File: config.mk
export PLATFORM = sky130hd
export DESIGN_NAME = add_accum32
export DESIGN_NICKNAME = d
export VERILOG_FILES = /design/src/rtl/add_accum32.sv
export SDC_FILE = /design/constraint.sdc
export NUM_CORES = 1
export LEC_CHECK = 0
export BUFFER_PORTS_ARGS = -buffer_cell sky130_fd_sc_hd__buf_2
export CORE_MARGIN = 5
export CORE_UTILIZATION = 25
export CTS_CLUSTER_DIAMETER = 40
export DETAILED_ROUTE_END_ITERATION = 7
export GPL_TIMING_DRIVEN = 1
export PLACE_DENSITY = 0.57
export SETUP_SLACK_MARGIN = 0.2
export SKIP_LAST_GASP = 1
export SYNTH_ARGS = -nofsm -noshare
export SYNTH_HDL_FRONTEND = slang
export SYNTH_SLANG_ARGS = --single-unit
File: constraint.sdc
create_clock -name clk -period 13.67 [get_ports clk]
set_clock_uncertainty 0.1 [all_clocks]
set_input_delay 1.367 -clock clk [delete_from_list [all_inputs] [get_ports clk]]
set_output_delay 1.367 -clock clk [all_outputs]
set_load 0.01 [all_outputs]
File: src/rtl/add_accum32.sv
// Batch summer: accumulates a programmed number of 32-bit operands through the
// ripple adder and returns the modulo sum plus a sticky carry-out flag.

module adder32bit (
    input  logic [31:0] a,
    input  logic [31:0] b,
    input  logic        cin,
    output logic [31:0] sum,
    output logic        cout
);

    logic carry;

    always_comb begin
        sum   = '0;
        carry = cin;
        for (int unsigned i = 0; i < 32; i++) begin
            sum[i] = a[i] ^ b[i] ^ carry;
            carry  = (a[i] & b[i]) | (carry & (a[i] ^ b[i]));
        end
        cout = carry;
    end

endmodule

module add_accum32 #(
    parameter int WIDTH = 32,
    parameter int CNT_W = 8
) (
    input  logic             clk,
    input  logic             rst_n,
    input  logic             start,
    input  logic [CNT_W-1:0] len,
    input  logic             in_valid,
    output logic             in_ready,
    input  logic [WIDTH-1:0] in_data,
    output logic             out_valid,
    input  logic             out_ready,
    output logic [WIDTH-1:0] sum,
    output logic             ovf,
    output logic             busy
);

    typedef enum logic [1:0] {
        IDLE,
        ACCUM,
        HOLD
    } state_t;

    state_t           state_q, state_d;
    logic [WIDTH-1:0] acc_q, acc_d;
    logic             ovf_q, ovf_d;
    logic [CNT_W-1:0] rem_q, rem_d;

    logic [WIDTH-1:0] add_sum;
    logic             add_cout;

    adder32bit u_adder (
        .a    (acc_q),
        .b    (in_data),
        .cin  (1'b0),
        .sum  (add_sum),
        .cout (add_cout)
    );

    always_comb begin
        state_d = state_q;
        acc_d   = acc_q;
        ovf_d   = ovf_q;
        rem_d   = rem_q;
        case (state_q)
            IDLE: begin
                if (start) begin
                    acc_d   = '0;
                    ovf_d   = 1'b0;
                    rem_d   = len;
                    state_d = (len != '0) ? ACCUM : HOLD;
                end
            end
            ACCUM: begin
                // in_ready is 1 throughout ACCUM, so in_valid alone marks a transfer
                if (in_valid) begin
                    acc_d = add_sum;
                    ovf_d = ovf_q | add_cout;
                    rem_d = rem_q - CNT_W'(1);
                    if (rem_q == CNT_W'(1)) begin
                        state_d = HOLD;
                    end
                end
            end
            HOLD: begin
                if (out_ready) begin
                    state_d = IDLE;
                end
            end
            default: state_d = IDLE;
        endcase
    end

    always_ff @(posedge clk or negedge rst_n) begin
        if (!rst_n) begin
            state_q <= IDLE;
            acc_q   <= '0;
            ovf_q   <= 1'b0;
            rem_q   <= '0;
        end else begin
            state_q <= state_d;
            acc_q   <= acc_d;
            ovf_q   <= ovf_d;
            rem_q   <= rem_d;
        end
    end

    assign in_ready  = (state_q == ACCUM);
    assign out_valid = (state_q == HOLD);
    assign busy      = (state_q != IDLE);
    assign sum       = acc_q;
    assign ovf       = ovf_q;

endmodule

* Word-level counts from Yosys, hierarchy flattened *
Index checks and enable logic that the tools add are counted.

storage, ports and cells
  flip-flop bits (word level) = 43
  latch bits = 0
  RAM bits = 0
  memory bits (read-only) = 0
  input port bits = 45
  output and inout port bits = 36
  logic and storage cells = 191
  memories = 0

operators by class
  $add $sub $neg = 1
  multiply operators = 0
  div/mod/pow operators = 0
  magnitude comparators = 0
  equal/unequal tests = 7
  shift operators = 0
  muxes and demuxes = 15
  bitwise operators = 158
  reductions and logical operators = 6

operators with widths
  cell                                                                     count
  32-bit two-way mux                                                       2
  32-bit case mux with 2 select lines                                      1
  1-bit bitwise AND                                                        63
  1-bit bitwise XOR                                                        63
  1-bit OR                                                                 32
  8-bit two-way mux                                                        2
  8-bit case mux with 2 select lines                                       1
  2-bit two-way mux                                                        5
  8-bit by 1-bit equality test with 1-bit output, second input constant    1
  8-bit nonzero test                                                       1
  8-bit by 1-bit subtractor with 8-bit output, second input constant       1
  2-bit case mux with 3 select lines                                       1
  2-bit by 1-bit inequality test with 1-bit output, second input constant  2
  2-bit inequality test, second input constant                             2
  4-bit AND reduction                                                      1
  2-bit nonzero test                                                       2
  3-bit AND reduction                                                      1
  2-bit by 1-bit equality test with 1-bit output, second input constant    1
  2-bit equality test, second input constant                               1
  2-bit zero test                                                          1
  1-bit two-way mux                                                        2
  1-bit case mux with 2 select lines                                       1

* Logic depth before layout (Yosys ltp) *
  depth in word-level cells = 66
  mapped depth = 36
  depth with buffers taken out = 36

* Modules after synthesis *
Synthesis repeated with hierarchy kept, for this count alone.

unflattened totals
  cells, all modules = 201
  area total of the unflattened synthesis = 2626.3 µm²

by module, submodules not included
  module       times used  cells each  area each (µm²)  seq. area each (µm²)
  add_accum32  1           159         1948.1           1076.0
  adder32bit   1           42          678.2            0.0

* Worst setup path before layout *
No wires, ideal clock.

  path kind = input -> register
  start point = in in_data[0]
  end point = reg acc_q[31], in the netlist sum[31]
  library setup time = 117 ps
  arrival = 13042 ps
  data required time = 13453 ps
  slack = 411 ps
  stages on the path = 36
  path buffers = 0
  path through = ha_1 inv_1 fa_1 fa_1 fa_1 fa_1 fa_1 fa_1 fa_1 fa_1 fa_1 fa_1 fa_1 fa_1 fa_1 fa_1 fa_1 fa_1 fa_1 fa_1 fa_1 fa_1 fa_1 fa_1 fa_1 fa_1 fa_1 fa_1 fa_1 fa_1 inv_1 fa_1 fa_1 fa_1 nand3_1 nand2_1

between the ends
  word-level cells in the longest chain between the ends = 64

ends and longest elaborated chain
  element                              RTL line  RTL
  from (decl)                          36        input logic [WIDTH-1:0] in_data,
  1-bit bitwise AND (2 in series)      19        carry = (a[i] & b[i]) | (carry & (a[i] ^ b[i]));
  1-bit OR                             19
  1-bit bitwise AND                    19
  1-bit OR                             19
  1-bit bitwise AND                    19
  1-bit OR                             19
  1-bit bitwise AND                    19
  1-bit OR                             19
  [... 47 more ...]                    n/a
  1-bit OR                             19
  1-bit bitwise AND                    19
  1-bit OR                             19
  1-bit bitwise AND                    19
  1-bit OR                             19
  1-bit bitwise XOR                    18        sum[i] = a[i] ^ b[i] ^ carry;
  32-bit two-way mux                   82        if (in_valid) begin
  32-bit case mux with 2 select lines  71        case (state_q)
  to (signal assigned)                 103       acc_q <= '0;
  to (signal assigned)                 108       acc_q <= acc_d;
  to (decl)                            51        logic [WIDTH-1:0] acc_q, acc_d;

No other way between the ends. The select of a mux whose other input is x is not followed.
A chain may end at the register's enable or synchronous reset.

* Worst setup path in the final report *
Same ends and word-level chain as after synthesis.

==> flow_summary.yaml <==
setup_path:
  endpoint_kind: "register"
  critPathKind: "in2reg"
  crit_arrival_ns: 13.23
  cpMaxStageDelayCell: "fa_2"
  timing.rr.end: "sum[31]"
  cp.required_ns: 13.76
  path_max_fanout: 1
  startpoint: "in_data[0]"
  cpMostUsedCell: "fa_1"
  reg2reg_from: "sum[0]"
  critPathLaunchType: "input port"
  critPathCapture: "sum[31]"
  r2r_cells: 36
  r2r_setup_slack_ns: 1.30
  cpPeakStageDelay_ns: 0.41
grt:
  track_usage_pct: 11.0
  antenna_found_initial: 0
  grt_overflow: 0
  grt_pass1_vias: 2332
  grt_max_degree: 44
  grt_pass1_wl_um: 11500
logic_synthesis:
  synth_edf_count: 0
  yosysMostFrequentCell: "inv_1"
  ys_top_cells_by_count: "inv_1 (63), dfrtp_1 (43), fa_1 (31)"
  synthesis.nets: 366
  ys_ff_latch: 43
  synth_top_area_cell: "dfrtp_1"
  syn_area_per_cell_um2: 9.64
  yosys-top-cells-area: "dfrtp_1 (39%), fa_1 (22%), inv_1 (8.5%)"
  yosysSeqAreaShare_pct: 38.9
  synth_top_area_share_pct: 38.9
  synthCells: 287
  syn_area_mm2: 0.00277
  async_flop_share_pct: 100
  synth_cell_type_count: 31
  yosys_most_used_dff: "dfrtp_1"
  yosysWarnings: 0
routing:
  routed_via_density: 4.39
  wl_um: 6650
  wire_per_inst_um: 13.3
  dr_total_vias: 2200
  ant_nets: 0
  drtPass1Iterations: 4
  drt_iter0_drc: 99
  drc: 0
cells_and_area:
  area.growth.synth_to_final_pct: 22.7
  final_cells: 501
  n_antenna_cell: 0
  drive_gt1_share_pct: 27.1
  fin_util_pct: 31.3
  fill_cells: 1196
  nets: 439
placed_design:
  dp_slack_ns: -0.191
  dp_hpwl_um: 4800
  gp_congestion: 0.760
  port_buffers: 80
  dp.cells: 493
sta:
  setup_ws_ns: 0.536
  period_share_pct: 96.1
  final-hold-violation-count: 0
  fmaxAchievable_mhz: 76.1
  slew_headroom_pct: 24.7
  holdWs_ns: 0.400
  drv_slew: 0
  worst_pin_slew_ns: 1.13
  rsz0062_at_grt: "false"
  setup_viol: 0
  fin_crit_ns: 13.13
flow_run:
  drv_cap: 0
floorplan:
  core.rowCount: 38
  fp.coreArea_mm2: 0.0108
  die_h_um: 115
  fp.dieW_um: 115
  start_util_pct: 25.5
  die_area_mm2: 0.0133
  io_pins: 81
cts:
  cts_made_buffers: 5
  clockBufferDepth: 2
  cts.sinks: 43
  h-tree-depth: 2
  path_clk_slew_ns: 0.08
  cts_tree: "yes"
  insertion_delay_ns: 0.30
  root_buffer: "clkbuf_8"
  postCtsSetupRepairBufs: 0
  ctsHoldBuffers: 0
pwr:
  leakagePower_nw: 1.64
  ir_drop_v: 0.0000567
  total_power_mw: 0.670
  p_per_area_mw_per_mm2: 197
outcome:
  status: "finished clean"
hold_path:
  hold_class: "reg2reg"
==> flip-flops by register name, indices dropped and copies added (netlist names) <==
| signal | cells |
|---|---|
| sum | 32 |
| state_q | 2 |
| ovf | 1 |
| rem_q | 8 |
==> cell families (layout without fill, tap and decap cells) <==
| logic type | after synthesis | count (layout) | synth area share [%] |
|---|---|---|---|
| buffers and inverters | 77 | 151 | 11.3 |
| AND/OR/NAND/NOR | 75 | 75 | 14.2 |
| AO/OA/AOI/OAI | 57 | 57 | 11.4 |
| flip-flops | 43 | 43 | 38.9 |
| adder cells (fa/ha/maj) | 34 | 34 | 23.8 |
| multiplexers | 1 | 1 | 0.362 |
==> power by group <==
group,total (mW),internal (mW),switching (mW)
clock network,0.0947,0.0463,0.0485
registers,0.221,0.181,0.0404
logic,0.355,0.144,0.210
total,0.670,0.371,0.299
==> repair_timing <==
action                                  CTS  global route
endpoints found under the setup margin    1             3
resized for setup                         1             8
pin swaps                                 0             1
==> cell type report <==
type | count | area, um2 | share of cell area, %
tap | 140 | 175 | 5.16
sequential | 43 | 1080 | 31.7
timing repair buffer | 80 | 400 | 11.8
clock buffer | 8 | 100 | 2.95
multi-input combinational | 167 | 1410 | 41.5
inverter | 63 | 236 | 6.96
==> worst min path at each step <==
stage | from | endpoint | slack, ns | depth (start not counted)
CTS | sum[0] | sum[0] | 0.41 | 2
finish | sum[0] | sum[0] | 0.40 | 2
floorplan | sum[0] | sum[0] | 0.42 | 2
detailed placement | sum[0] | sum[0] | 0.39 | 2
global route | sum[0] | sum[0] | 0.46 | 2
global placement | sum[0] | sum[0] | 0.38 | 2
==> metal layers <==
| metal | GRT usage [%] | routed length (um) | vias up |
|---|---|---|---|
| li1 | - | - | 1062 |
| met1 | 14.7 | 3060 | 1062 |
| met2 | 17.6 | 3090 | 72 |
| met3 | 3.00 | 462 | 4 |
| met4 | 3.29 | 42 | 0 |
| met5 | 0 | 0 | - |
==> worst max-delay path, delay by kind of cell <==
family / cells / cell delay, ns
buffers and inverters: 3 / 0.21
AND/OR/NAND/NOR: 2 / 0.15
adder cells (fa/ha/maj): 32 / 11.48
==> layout by cell type (no fill, tap or decap), types with 7 or more instances in the layout <==
master    count
a21oi_1      11
buf_2        80
clkbuf_8      7
dfrtp_1      43
fa_1         22
fa_2          9
inv_1        63
nand2_1      14
nand3_1       8
nor2_1       10
o21ai_0      14
o21ai_1      21
or3_1        28
==> through the flow <==
stage | instance area [um2] | setup TNS [ns]
CTS | 3380 | 0
global route | 3400 | 0
floorplan | 2770 | 0
finish | 3400 | 0
detailed placement | 3270 | -0.191
global placement | 3270 | -0.0819
Note: power is estimated with default switching activity, not from simulation.
